## config.mk

```make
export PLATFORM = sky130hd
export DESIGN_NAME = pc_cmd_frame_rx
export DESIGN_NICKNAME = d
export VERILOG_FILES = /design/src/rtl/pc_link_pkg.sv /design/src/rtl/cmd_payload_buf.sv /design/src/rtl/pc_cmd_frame_rx.sv
export SDC_FILE = /design/constraint.sdc
export NUM_CORES = 1
export LEC_CHECK = 0
export ABC_AREA = 1
export CORE_MARGIN = 10
export CORE_UTILIZATION = 60
export CTS_BUF_LIST = sky130_fd_sc_hd__clkbuf_4 sky130_fd_sc_hd__clkbuf_8
export DETAILED_ROUTE_END_ITERATION = 16
export PLACE_DENSITY = 0.77
export SYNTH_ARGS = -nofsm -noshare
export SYNTH_HDL_FRONTEND = slang
export SYNTH_SLANG_ARGS = --single-unit
```

## constraint.sdc

```tcl
create_clock -name clk -period 5 [get_ports clk]
set_clock_uncertainty 0.15 [all_clocks]
set_input_delay 1 -clock clk [delete_from_list [all_inputs] [get_ports clk]]
set_output_delay 1 -clock clk [all_outputs]
set_load 0.05 [all_outputs]
```

## src/rtl/pc_link_pkg.sv

```systemverilog
// Shared definitions for the PC command link: framing constants, receiver
// state encoding and the error codes the config parser also understands.
package pc_link_pkg;

    localparam logic [7:0] SOF_BYTE_DEF = 8'hA5;

    typedef enum logic [2:0] {
        ST_IDLE    = 3'd0,
        ST_LEN     = 3'd1,
        ST_PAYLOAD = 3'd2,
        ST_CHK     = 3'd3,
        ST_DRAIN   = 3'd4
    } rx_state_e;

    typedef enum logic [1:0] {
        ERR_NONE    = 2'd0,
        ERR_CHK     = 2'd1,
        ERR_LEN     = 2'd2,
        ERR_TIMEOUT = 2'd3
    } err_code_e;

endpackage

```

## src/rtl/cmd_payload_buf.sv

```systemverilog
// Payload holding buffer: one synchronous write port, one combinational read port.
module cmd_payload_buf #(
    parameter int DEPTH = 16,
    parameter int PTR_W = $clog2(DEPTH + 1)
) (
    input  logic             clk,
    input  logic             wr_en,
    input  logic [PTR_W-1:0] wr_ptr,
    input  logic [7:0]       wr_data,
    input  logic [PTR_W-1:0] rd_ptr,
    output logic [7:0]       rd_data
);

    logic [7:0] mem [DEPTH];

    always_ff @(posedge clk) begin
        if (wr_en) begin
            for (int i = 0; i < DEPTH; i++) begin
                if (wr_ptr == PTR_W'(i)) mem[i] <= wr_data;
            end
        end
    end

    // Out-of-range addresses read as zero
    always_comb begin
        rd_data = '0;
        for (int i = 0; i < DEPTH; i++) begin
            if (rd_ptr == PTR_W'(i)) rd_data = mem[i];
        end
    end

endmodule

```

## src/rtl/pc_cmd_frame_rx.sv

```systemverilog
// PC command frame receiver: validates SOF/LEN/payload/XOR checksum and
// releases the payload to the config parser only once the frame checks out.
//   state   | meaning
//   IDLE    | hunting for SOF, other bytes dropped
//   LEN     | waiting for length byte
//   PAYLOAD | storing payload bytes, accumulating checksum
//   CHK     | comparing checksum byte
//   DRAIN   | presenting buffered payload to the parser
module pc_cmd_frame_rx
    import pc_link_pkg::*;
#(
    parameter int         MAX_PAYLOAD    = 16,
    parameter int         TIMEOUT_CYCLES = 1000,
    parameter logic [7:0] SOF_BYTE       = SOF_BYTE_DEF,
    parameter int         ERR_CNT_W      = 16
) (
    input  logic                 clk,
    input  logic                 rst,
    input  logic                 rx_valid,
    input  logic [7:0]           rx_data,
    output logic                 rx_ready,
    output logic                 cmd_valid,
    output logic [7:0]           cmd_data,
    input  logic                 cmd_ready,
    output logic                 frame_ok,
    output logic                 err_chk,
    output logic                 err_len,
    output logic                 err_timeout,
    output logic [ERR_CNT_W-1:0] err_count,
    output logic                 busy
);

    localparam int               PTR_W    = $clog2(MAX_PAYLOAD + 1);
    localparam int               TMR_W    = $clog2(TIMEOUT_CYCLES + 1);
    localparam logic [TMR_W-1:0] TMR_LOAD = TMR_W'(TIMEOUT_CYCLES - 1);

    rx_state_e        state;
    err_code_e        err_evt;
    logic [PTR_W-1:0] len;
    logic [PTR_W-1:0] wr_ptr;
    logic [PTR_W-1:0] rd_ptr;
    logic [PTR_W-1:0] rd_addr;
    logic [7:0]       chk;
    logic [7:0]       rd_data;
    logic [TMR_W-1:0] tmr;
    logic             rx_fire;
    logic             cmd_fire;
    logic             in_frame;
    logic             len_bad;
    logic             buf_wr_en;

    assign rx_ready  = (state != ST_DRAIN);
    assign busy      = (state != ST_IDLE);
    assign rx_fire   = rx_valid && rx_ready;
    assign cmd_fire  = cmd_valid && cmd_ready;
    assign in_frame  = (state == ST_LEN) || (state == ST_PAYLOAD) || (state == ST_CHK);
    assign len_bad   = (rx_data == 8'd0) || (rx_data > 8'(MAX_PAYLOAD));
    assign buf_wr_en = (state == ST_PAYLOAD) && rx_fire;

    // Look one entry ahead so the registered cmd_data can advance every cycle
    assign rd_addr = (state == ST_DRAIN) ? rd_ptr + PTR_W'(1) : '0;

    cmd_payload_buf #(
        .DEPTH (MAX_PAYLOAD),
        .PTR_W (PTR_W)
    ) u_buf (
        .clk     (clk),
        .wr_en   (buf_wr_en),
        .wr_ptr  (wr_ptr),
        .wr_data (rx_data),
        .rd_ptr  (rd_addr),
        .rd_data (rd_data)
    );

    always_comb begin
        err_evt = ERR_NONE;
        if (in_frame && !rx_fire && tmr == '0) begin
            err_evt = ERR_TIMEOUT;
        end else if (rx_fire && state == ST_LEN && len_bad) begin
            err_evt = ERR_LEN;
        end else if (rx_fire && state == ST_CHK && rx_data != chk) begin
            err_evt = ERR_CHK;
        end
    end

    always_ff @(posedge clk or posedge rst) begin
        if (rst) begin
            state       <= ST_IDLE;
            len         <= '0;
            wr_ptr      <= '0;
            rd_ptr      <= '0;
            chk         <= '0;
            tmr         <= '0;
            cmd_valid   <= 1'b0;
            cmd_data    <= '0;
            frame_ok    <= 1'b0;
            err_chk     <= 1'b0;
            err_len     <= 1'b0;
            err_timeout <= 1'b0;
            err_count   <= '0;
        end else begin
            frame_ok    <= 1'b0;
            err_chk     <= (err_evt == ERR_CHK);
            err_len     <= (err_evt == ERR_LEN);
            err_timeout <= (err_evt == ERR_TIMEOUT);

            if (err_evt != ERR_NONE && err_count != {ERR_CNT_W{1'b1}}) begin
                err_count <= err_count + ERR_CNT_W'(1);
            end

            // Down-counter reloads on every accepted byte; terminal count is zero
            if (rx_fire) begin
                tmr <= TMR_LOAD;
            end else if (in_frame && tmr != '0) begin
                tmr <= tmr - TMR_W'(1);
            end

            if (err_evt != ERR_NONE) begin
                state <= ST_IDLE;
            end else begin
                case (state)
                    ST_IDLE: begin
                        if (rx_fire && rx_data == SOF_BYTE) state <= ST_LEN;
                    end
                    ST_LEN: begin
                        if (rx_fire) begin
                            len    <= PTR_W'(rx_data);
                            chk    <= rx_data;
                            wr_ptr <= '0;
                            state  <= ST_PAYLOAD;
                        end
                    end
                    ST_PAYLOAD: begin
                        if (rx_fire) begin
                            chk    <= chk ^ rx_data;
                            wr_ptr <= wr_ptr + PTR_W'(1);
                            if (wr_ptr == len - PTR_W'(1)) state <= ST_CHK;
                        end
                    end
                    ST_CHK: begin
                        if (rx_fire) begin
                            rd_ptr    <= '0;
                            cmd_valid <= 1'b1;
                            cmd_data  <= rd_data;
                            state     <= ST_DRAIN;
                        end
                    end
                    ST_DRAIN: begin
                        if (cmd_fire) begin
                            if (rd_ptr == len - PTR_W'(1)) begin
                                cmd_valid <= 1'b0;
                                frame_ok  <= 1'b1;
                                state     <= ST_IDLE;
                            end else begin
                                rd_ptr   <= rd_ptr + PTR_W'(1);
                                cmd_data <= rd_data;
                            end
                        end
                    end
                    default: state <= ST_IDLE;
                endcase
            end
        end
    end

endmodule

```

==> results by group, run 1 <==
Timing
  – Setup TNS: 0 ns
  – Hold Fails Final Rpt: 0
  – WHS: 0.3447 ns
  – Fin. max-slew vios: 0
  – RSZ-0062 raised after global routing: false
  – Final setup fails: 0
  – Worst Tran Pin Value: 0.9544 ns
  – Minimum clock period: 3.647 ns
  – Final worst setup slack: 1.353 ns
  – Fin crit share: 0.7293
  – FMAX: 274.2 MHz
  – Slew HR: 0.3628

Floorplanning
  – Die Area: 19520 um2
  – Row cnt: 43
  – Chip Width: 139.7 um
  – Die height: 139.7 um
  – Starting Density: 0.6148
  – IO Count: 43
  – Core area: 13990 um2

Final layout
  – # diodes: 0
  – Design area: 9641 um2
  – Most frequent cells in the layout: 176 x nand2_1, 128 x edfxtp_1, 78 x nor2_1
  – Final net count: 872
  – Post-layout util: 0.6892
  – Synth-to-Final Area Change: 12.11%
  – Commonest non-fill, non-tap cell in the layout: nand2_1
  – Share of layout cells above drive strength 1: 0.1100

Power
  – Pwr/cell area: 465.5 nW/um2
  – Combinational share of power: 0.327
  – Clock group share of total power: 0.223
  – Sw Ratio: 0.3785
  – Sequential share of power: 0.451
  – Internal cell power: 2.789 mW
  – Static leakage: 3.706 nW
  – P_sw: 1.699 mW
  – VDD IR max: 0.3507 mV

Placement
  – Final HPWL DP: 13620 um
  – DP Worst Slack: 0.8997 ns
  – Port Buffers: 42
  – Gpl congestion: 0.9094
  – Dpl cell area: 9254 um2

Synth
  – Synth warnings: 0
  – Register area share after synthesis: 0.6361
  – Synthesized Nets: 809
  – Seq cells post-synth: 193
  – Mapped cell area: 8599 um2
  – Post-synthesis cell type count: 45
  – Mapped Cells: 788
  – Synth area leader: edfxtp_1
  – Syn Area/Cell: 10.91 um2
  – Post-synth top area share: 0.4470
  – Ranking of synthesized cells by area: edfxtp_1 45%, dfrtp_1 19%, nand2_1 7.7%, nor2_1 3.4%, inv_1 2.7%

Worst setup path
  – Worst r2r src: state[2]$_DFFE_PP0P_
  – Critical path capture point type: register
  – Crit path arrival time: 3.89 ns
  – Crit Path Max Fanout: 20
  – Kind of critical path: primary input to register
  – Worst Setup SP: rx_data[7]
  – CP Launch Type: primary input
  – Worst Path Required: 5.24 ns

Clocking
  – Maximum root-to-sink buffer count: 2
  – Clock root cell: clkbuf_8
  – Hold-fix buffers, CTS: 0
  – Clk sinks: 193
  – CTS tree: yes
  – Worst-path clk slew: 0.09 ns
  – Post_cts resized: 0
  – H-tree lvl count: 4
  – Clk Latency, worst-skew pair: 0.47 ns
  – Setup bufs post-CTS: 0
  – CTS buffer count: 17

Global route
  – Vias in the first global route: 5855
  – Grt total ovfl: 0
  – Initial antenna violation count: 0
  – GRT Overall Usage: 0.1958
  – Largest net degree at the start of global routing: 48
  – First-pass GRT wire length: 30610 um

Detailed routing
  – Highest metal layer with signal wires: met4
  – DRC: 0
  – Via density: 5.662
  – First-pass DRT Iterations: 5
  – Via count: 5911
  – Met3 WL: 1109 um
  – M1 WL: 7860 um
  – Routed WL: 19020 um
  – Post-route ant nets: 0
  – Detail Route met2 WL: 9603 um
  – Wire per inst: 18.22 um
  – Initial DRC Count: 577

Status
  – Status: finished, final reports clean

Run
  – Maxcap violations: 0

Hold path
  – Hold crit path type: register to register
  – Worst Hold Launch: cmd_data[0]$_DFFE_PP0P_
-- state kept, by name (all words and copies together), names as in the netlist --
register	flops
err_timeout	1
err_len	1
cmd_data	8
chk	8
rd_ptr	5
state	3
tmr	10
err_count	16
len	5
wr_ptr	5
err_chk	1
cmd_valid	1
frame_ok	1
u_buf.mem	128
-- layer usage --
layer  vias up  track usage
li1       2796            -
met1      2868       0.2459
met2       208       0.3249
met3        39      0.03913
met4         0      0.07826
met5         -            0
-- cell usage after synthesis, drive strengths merged --
master / count
nand2: 185
edfxtp: 128
nor2: 97
inv: 71
dfrtp: 65
nand3: 43
a21oi: 31
nand4: 31
o21ai: 28
nor3: 25
xor2: 25
xnor2: 13
or2: 10
ha: 9
buf: 7
nor4: 3
clkinv: 2
nand3b: 2
o2111ai: 2
o211ai: 2
o31ai: 2
a211oi: 1
a41oi: 1
and3: 1
and3b: 1
mux2: 1
nor3b: 1
o22ai: 1
-- power groups by stage --
stage | clock (mW) | sequential [mW] | combinational [mW]
finish | 1.00 | 2.02 | 1.47
global route | 1.06 | 2.04 | 1.61
CTS | 1.01 | 2.02 | 1.47
detailed placement | 0 | 2.05 | 1.47
global placement | 0 | 2.04 | 1.42
floorplan | 0 | 2.22 | 0.848
-- kinds of logic (layout without fill, tap and decap cells) --
group,Yosys count,count (layout),synth area share
XOR/XNOR,38,38,0.03870
flip-flops,193,193,0.6361
multiplexers,1,1,0.001309
adder cells (fa/ha/maj),9,9,0.01309
AND/OR/NAND/NOR,399,399,0.2270
buffers and inverters,80,156,0.03987
AO/OA/AOI/OAI,68,68,0.04394
-- worst paths after layout --
check / cells past startpoint / endpoint / slack [ns]
hold reg to reg: 2 / cmd_data[0]$_DFFE_PP0P_ / 0.34
min in group asynchronous: 2 / cmd_data[1]$_DFFE_PP0P_ / 0.91
max in group asynchronous: 3 / chk[0]$_DFFE_PP0P_ / 2.96
setup reg to reg: 7 / u_buf.mem[1][10]$_DFFE_PP_ / 2.05
hold / removal: 2 / cmd_data[0]$_DFFE_PP0P_ / 0.34
setup / recovery: 12 / chk[6]$_DFFE_PP0P_ / 1.35
-- critical path, cell delays in order --
cell,delay [ns]
clkdlybuf4s50_1,0.88
xor2_1,0.33
nor4_1,0.33
nor2_1,0.07
nand2_1,0.13
nand2_4,0.10
inv_2,0.10
nand3_2,0.14
nor2_2,0.37
inv_2,0.16
nand2_1,0.11
xor2_1,0.15
-- per-stage QoR --
stage / power (mW) / instances
global placement: 3.467 / 1012
finish: 4.487 / 1044
floorplan: 3.072 / 788
CTS: 4.498 / 1044
global route: 4.717 / 1044
detailed placement: 3.516 / 1012
-- area by class of cell --
cell class | instances | area, um2
well taps | 180 | 225.2
multi-input cells | 515 | 2786
inverters | 73 | 284.0
repair buffers | 51 | 488.0
flip-flops and latches | 193 | 5470
fillers | 1020 | 4348
clock buffers | 19 | 249.0
clock inverters | 13 | 137.6
Note: power is estimated with default switching activity, not from simulation.
==> inputs of run 2 (changes only) <==
==> constraint.sdc (replaced) <==
create_clock -name clk -period 3.5 [get_ports clk]
set_clock_uncertainty 0.15 [all_clocks]
set_input_delay 0.7 -clock clk [delete_from_list [all_inputs] [get_ports clk]]
set_output_delay 0.7 -clock clk [all_outputs]
set_load 0.05 [all_outputs]
==> run 2 against run 1 <==
  * Worst setup slack got worse by 0.89 ns
  * Largest cell class unchanged
  * Critical endpoint is now cmd_data[5]$_DFFE_PP0P_
  * Critical path depth increased by 4
  * Sequential cell count unchanged
  * Sequential share of layout area decreased by 1.0 points
  * Register-to-register slack got worse by 1.6 ns
  * Clock-buffer cell count decreased by 2
  * Via count decreased by 0.34%
  * Global-route usage increased by 0.60 points
  * Final cell count increased by 2.1%
==> results by group, run 2 (synthesis results as in run 1) <==
Worst setup path
  – Crit Path Max Fanout: 8 (-60%)
  – Kind of critical path: register to register
  – Worst Path Required: 3.72 ns (-1.52 ns)
  – CP Launch Type: register
  – Critical path capture point type: register
  – Crit path arrival time: 3.25 ns (-0.64 ns)
  – Reg2reg setup slack: 0.47 ns (-1.58 ns)
  – Worst reg2reg path endpoint: cmd_data[5]$_DFFE_PP0P_
  – Worst r2r src: rd_ptr[0]$_DFFE_PP0P_
  – Register-to-Register Path Depth: 16 (+9)
  – Crit path to: cmd_data[5]$_DFFE_PP0P_
  – Worst Setup SP: rd_ptr[0]$_DFFE_PP0P_

Floorplanning
  – Row cnt: 43 (unchanged)
  – IO Count: 43 (unchanged)
  – Core area: 13990 um2 (unchanged)
  – Starting Density: 0.6148 (unchanged)
  – Die Area: 19520 um2 (unchanged)
  – Chip Width: 139.7 um (unchanged)
  – Die height: 139.7 um (unchanged)

Clocking
  – Worst-path clk slew: 0.09 ns (about the same)
  – Clk Latency, worst-skew pair: 0.47 ns (about the same)
  – CTS buffer count: 17 (unchanged)
  – Hold-fix buffers, CTS: 0 (unchanged)
  – CTS tree: yes
  – Maximum root-to-sink buffer count: 2 (unchanged)
  – H-tree lvl count: 4 (unchanged)
  – Clk sinks: 193 (unchanged)
  – Post_cts resized: 0 (unchanged)
  – Clock root cell: clkbuf_8
  – Setup bufs post-CTS: 0 (unchanged)

Run
  – Maxcap violations: 0 (unchanged)

Detailed routing
  – DRC: 0 (unchanged)
  – Initial DRC Count: 407 (-29%)
  – Via density: 5.526 (-2.4%)
  – First-pass DRT Iterations: 5 (unchanged)
  – Routed WL: 19330 um (+1.6%)
  – Via count: 5891 (-0.34%)
  – Wire per inst: 18.13 um (-0.48%)
  – Post-route ant nets: 0 (unchanged)

Final layout
  – Largest Register: u_buf.mem
  – Largest register FFs: 128 (unchanged)
  – Regs by FF count: u_buf.mem (128), err_count (16), tmr (10)
  – Commonest non-fill, non-tap cell in the layout: nand2_1
  – Final net count: 893 (+2.4%)
  – Post-layout util: 0.7017 (+0.01252)
  – Design area: 9816 um2 (+1.8%)
  – Synth-to-Final Area Change: 14.14%
  – Share of layout cells above drive strength 1: 0.1299 (+0.01999)
  – Most frequent cells in the layout: 176 x nand2_1, 128 x edfxtp_1, 78 x nor2_1

Placement
  – Gpl congestion: 0.8911 (-2.0%)
  – Port Buffers: 42 (unchanged)
  – DP Worst Slack: 0.1494 ns (-0.7502 ns)
  – Dpl cell area: 9424 um2 (+1.8%)
  – Final HPWL DP: 14040 um (+3.1%)

Timing
  – Final setup fails: 0 (unchanged)
  – Fin. max-slew vios: 0 (unchanged)
  – Fin crit share: 0.8667
  – Worst Tran Pin Value: 0.6746 ns (-0.2797 ns)
  – RSZ-0062 raised after global routing: false
  – Minimum clock period: 3.033 ns
  – Setup TNS: 0 ns (unchanged)
  – FMAX: 329.7 MHz
  – Slew HR: 0.5486 (+0.1858)
  – Final worst setup slack: 0.4666 ns (-0.8869 ns)
  – Hold Fails Final Rpt: 0 (unchanged)

Hold path
  – Hold crit path type: primary input to asynchronous set/reset pin

Power
  – Clock group share of total power: 0.223 (about the same)
  – Sequential share of power: 0.448 (-0.003)
  – Internal cell power: 3.985 mW (+43%)
  – P_sw: 2.444 mW (+44%)
  – Combinational share of power: 0.330 (+0.003)
  – Tot Pwr: 6.429 mW (+43%)
  – VDD IR max: 0.5320 mV (+52%)
  – Static leakage: 3.815 nW (+3.0%)
  – Pwr/cell area: 654.9 nW/um2 (+41%)
  – Sw Ratio: 0.3801 (+0.001582)

Global route
  – Initial antenna violation count: 0 (unchanged)
  – First-pass GRT wire length: 31590 um (+3.2%)
  – Largest net degree at the start of global routing: 33 (-31%)
  – Vias in the first global route: 6025 (+2.9%)
  – Grt total ovfl: 0 (unchanged)
  – GRT Overall Usage: 0.2019 (+0.006042)

Status
  – Status: finished, final reports clean
-- run 2: critical path: stages, from the launching register on --
cell	delay, ns
dfrtp_1	0.49
ha_1	0.27
nand3_1	0.12
nand2_1	0.15
nand3_4	0.13
nand2_1	0.26
nor2_2	0.14
nand2_1	0.09
nand3_1	0.08
nor2_1	0.15
nand4_1	0.14
nor2_1	0.20
nand4_1	0.13
nor2_1	0.16
nand4_1	0.14
nand2_1	0.09
nand2_1	0.05
-- run 2: layout make-up --
class,instances,area (um2)
repair buffers,72,658.1
flip-flops and latches,193,5470
multi-input cells,515,2786
fillers,1013,4173
clock inverters,15,155.1
inverters,73,284.0
clock buffers,17,234.0
well taps,180,225.2
diodes,1,2.502
-- run 2: layer usage --
layer,GRT usage,vias up,wire [um]
met1,0.2466,2872,8048
met5,0,-,0
li1,-,2839,-
met3,0.03947,34,860
met2,0.3462,146,9971
met4,0.07391,0,450
-- run 2: per-stage QoR --
stage / hold WS (ns) / instances
after global placement: 0.3173 / 1033
after CTS: 0.2929 / 1065
after detailed placement: 0.3230 / 1033
after floorplan: 0.3017 / 788
final: 0.3065 / 1066
after global routing: 0.2881 / 1065
-- run 2: worst min path at each step --
stage | to | cells past startpoint
2_1_floorplan | wr_ptr[4]$_DFFE_PP0P_ | 2
3_3_place_gp | cmd_data[0]$_DFFE_PP0P_ | 2
3_5_place_dp | cmd_data[5]$_DFFE_PP0P_ | 2
4_1_cts | err_count[7]$_DFFE_PP0P_ | 2
5_1_grt | err_count[11]$_DFFE_PP0P_ | 2
6_report | err_count[11]$_DFFE_PP0P_ | 2
-- run 2: power by group through the flow --
stage	Sequential [mW]	Clock, mW	Combinational [mW]
3_3_place_gp	2.92	0	2.07
2_1_floorplan	3.18	0	1.21
3_5_place_dp	2.92	0	2.13
5_1_grt	2.91	1.54	2.34
4_1_cts	2.88	1.45	2.14
6_report	2.88	1.43	2.12
==> inputs of run 3 (changes only) <==
--- a/config.mk
+++ b/config.mk
@@ -10,7 +10,9 @@
 export CORE_UTILIZATION = 60
 export CTS_BUF_LIST = sky130_fd_sc_hd__clkbuf_4 sky130_fd_sc_hd__clkbuf_8
 export DETAILED_ROUTE_END_ITERATION = 16
-export PLACE_DENSITY = 0.77
+export DONT_BUFFER_PORTS = 1
+export PLACE_DENSITY = 0.73
+export SKIP_CTS_REPAIR_TIMING = 1
 export SYNTH_ARGS = -nofsm -noshare
 export SYNTH_HDL_FRONTEND = slang
 export SYNTH_SLANG_ARGS = --single-unit
==> run 3 against run 2 <==
  * Clock power is 14% higher
  * Via count is 1.8% lower
  * Largest power group unchanged
  * Final cell count is 5.9% lower
  * First-iteration DRC count is 29% higher
  * Worst hold slack worse by 0.27 ns
  * Fmax is 0.52% higher
  * Clock-buffer cell count is 4 higher
  * Worst setup slack better by 0.016 ns
  * Combinational power is 27% lower
  * Critical path type unchanged
  * Utilization is 3.7 points lower
  * Sequential power is 11% higher
  * Sequential cell count stayed put
==> results by group, run 3 (synthesis results as in run 1) <==
Clocking
  – H-tree lvl count: 4 (unchanged)
  – Clock root cell: clkbuf_8
  – CTS tree: yes
  – CTS buffer count: 17 (unchanged)
  – Clk sinks: 193 (unchanged)
  – Maximum root-to-sink buffer count: 2 (unchanged)
  – Clk Latency, worst-skew pair: 0.46 ns (about the same)
  – Worst-path clk slew: 0.10 ns (about the same)

Floorplanning
  – Die Area: 19520 um2 (unchanged)
  – IO Count: 43 (unchanged)
  – Core area: 13990 um2 (unchanged)
  – Row cnt: 43 (unchanged)
  – Chip Width: 139.7 um (unchanged)
  – Starting Density: 0.6148 (unchanged)
  – Die height: 139.7 um (unchanged)

Placement
  – Port Buffers: 0 (-100%)
  – Gpl congestion: 0.8390 (-5.8%)
  – Final HPWL DP: 13000 um (-7.4%)
  – DP Worst Slack: 0.3723 ns (+0.2228 ns)

Worst setup path
  – Critical path capture point type: register
  – CP Launch Type: register
  – Kind of critical path: register to register
  – Reg2reg setup slack: 0.48 ns (+0.02 ns)
  – Crit Path Max Fanout: 8 (unchanged)
  – Crit path arrival time: 2.96 ns (-0.29 ns)
  – Worst r2r src: state[2]$_DFFE_PP0P_
  – Register-to-Register Path Depth: 7 (-9)
  – Worst Path Required: 3.44 ns (-0.28 ns)
  – Worst reg2reg path endpoint: u_buf.mem[0][35]$_DFFE_PP_

Final layout
  – Largest register FFs: 128 (unchanged)
  – Storage cell area: 5470 um2 (unchanged)
  – Synth-to-Final Area Change: 8.119%
  – Multi-input combinational cell area: 2786 um2 (unchanged)
  – Final net count: 831 (-6.9%)
  – Regs by FF count: u_buf.mem (128), err_count (16), tmr (10)
  – Largest Register: u_buf.mem
  – # fillers: 1063 (+4.9%)
  – Most frequent cells in the layout: 176 x nand2_1, 128 x edfxtp_1, 78 x nor2_1
  – # diodes: 0 (-1)
  – Commonest non-fill, non-tap cell in the layout: nand2_1
  – Share of layout cells above drive strength 1: 0.1179 (-0.01208)

Power
  – Static leakage: 3.602 nW (-5.6%)
  – Pwr/cell area: 686.3 nW/um2 (+4.8%)
  – Combinational share of power: 0.242 (-0.088)
  – Tot Pwr: 6.381 mW (-0.73%)
  – Internal cell power: 4.017 mW (+0.81%)
  – P_sw: 2.364 mW (-3.2%)
  – Sw Ratio: 0.3705 (-0.009624)
  – Sequential share of power: 0.503 (+0.055)
  – Clock group share of total power: 0.255 (+0.032)
  – VDD IR max: 0.5448 mV (+2.4%)

Global route
  – Grt total ovfl: 0 (unchanged)
  – Initial antenna violation count: 0 (unchanged)
  – GRT Overall Usage: 0.1967 (-0.005194)
  – Largest net degree at the start of global routing: 38 (+15%)
  – First-pass GRT wire length: 30590 um (-3.2%)
  – Vias in the first global route: 5816 (-3.5%)

Timing
  – Setup TNS: 0 ns (unchanged)
  – Final setup fails: 0 (unchanged)
  – Fin crit share: 0.8622 (-0.004458)
  – Slew HR: 0.4076 (-0.1410)
  – Hold Fails Final Rpt: 0 (unchanged)
  – Final worst setup slack: 0.4822 ns (+0.01560 ns)
  – Fin. max-slew vios: 0 (unchanged)
  – RSZ-0062 raised after global routing: false
  – Worst Tran Pin Value: 0.8854 ns (+0.2107 ns)
  – FMAX: 331.4 MHz (+0.52%)
  – Minimum clock period: 3.018 ns (-0.01560 ns)

Status
  – Status: finished, final reports clean

Detailed routing
  – Wire per inst: 18.92 um (+4.3%)
  – First-pass DRT Iterations: 6 (+1)
  – Post-route ant nets: 0 (unchanged)
  – Via count: 5783 (-1.8%)
  – Initial DRC Count: 525 (+29%)
  – DRC: 0 (unchanged)
  – Via density: 5.766 (+4.3%)
  – Routed WL: 18970 um (-1.8%)

Run
  – Maxcap violations: 0 (unchanged)

Hold path
  – Hold crit path type: primary input to asynchronous set/reset pin
-- run 3: how the worst max path moves through the flow --
stage                                     from                         end  slack, ns  cells after the start
after CTS                 state[2]$_DFFE_PP0P_  u_buf.mem[0][36]$_DFFE_PP_       0.51                      7
after global routing      state[2]$_DFFE_PP0P_  u_buf.mem[0][35]$_DFFE_PP_       0.34                      7
after detailed placement            rx_data[2]          chk[1]$_DFFE_PP0P_       0.37                     12
after global placement              rx_data[1]          chk[4]$_DFFE_PP0P_       0.45                     12
final                     state[2]$_DFFE_PP0P_  u_buf.mem[0][35]$_DFFE_PP_       0.48                      7
after floorplan                            rst          chk[0]$_DFFE_PP0P_       1.02                      1
-- run 3: critical path: stages, from the launching register on --
cell and delay (ns):
dfrtp_1 0.48, nor2_1 0.17, inv_1 0.08, nor2_1 0.38
inv_1 0.17, nor2_1 0.29, nand3_1 0.20, nor2_1 0.72
-- run 3: final cells by class --
cell class                 count  area share
tap                          180     0.02422
sequential                   193      0.5883
multi-input combinational    515      0.2997
clock inverter                11     0.01871
timing repair buffer          10    0.008074
inverter                      73     0.03055
clock buffer                  21     0.03041
-- run 3: power groups by stage --
stage	registers, mW	clock network (mW)	logic (mW)
5_1_grt	3.24	1.74	1.73
6_report	3.21	1.63	1.55
3_3_place_gp	3.25	0	1.47
3_5_place_dp	3.25	0	1.53
4_1_cts	3.21	1.64	1.54
2_1_floorplan	3.18	0	1.21
-- run 3: through the flow --
stage          hold WS, ns    util  area (um2)  instances
3_3_place_gp        0.3236  0.6320        8841        971
3_5_place_dp        0.3309  0.6320        8841        971
2_1_floorplan       0.3017       -        8600        788
5_1_grt            0.06362  0.6647        9298       1003
6_report           0.03794  0.6647        9298       1003
4_1_cts            0.04878  0.6647        9298       1003
-- run 3: layer usage --
metal	global-route usage	vias to the layer above	wire length (um)
li1	-	2714	-
met1	0.2415	2827	7896
met2	0.3249	205	9343
met3	0.05410	37	1297
met4	0.07120	0	436
met5	0	-	0
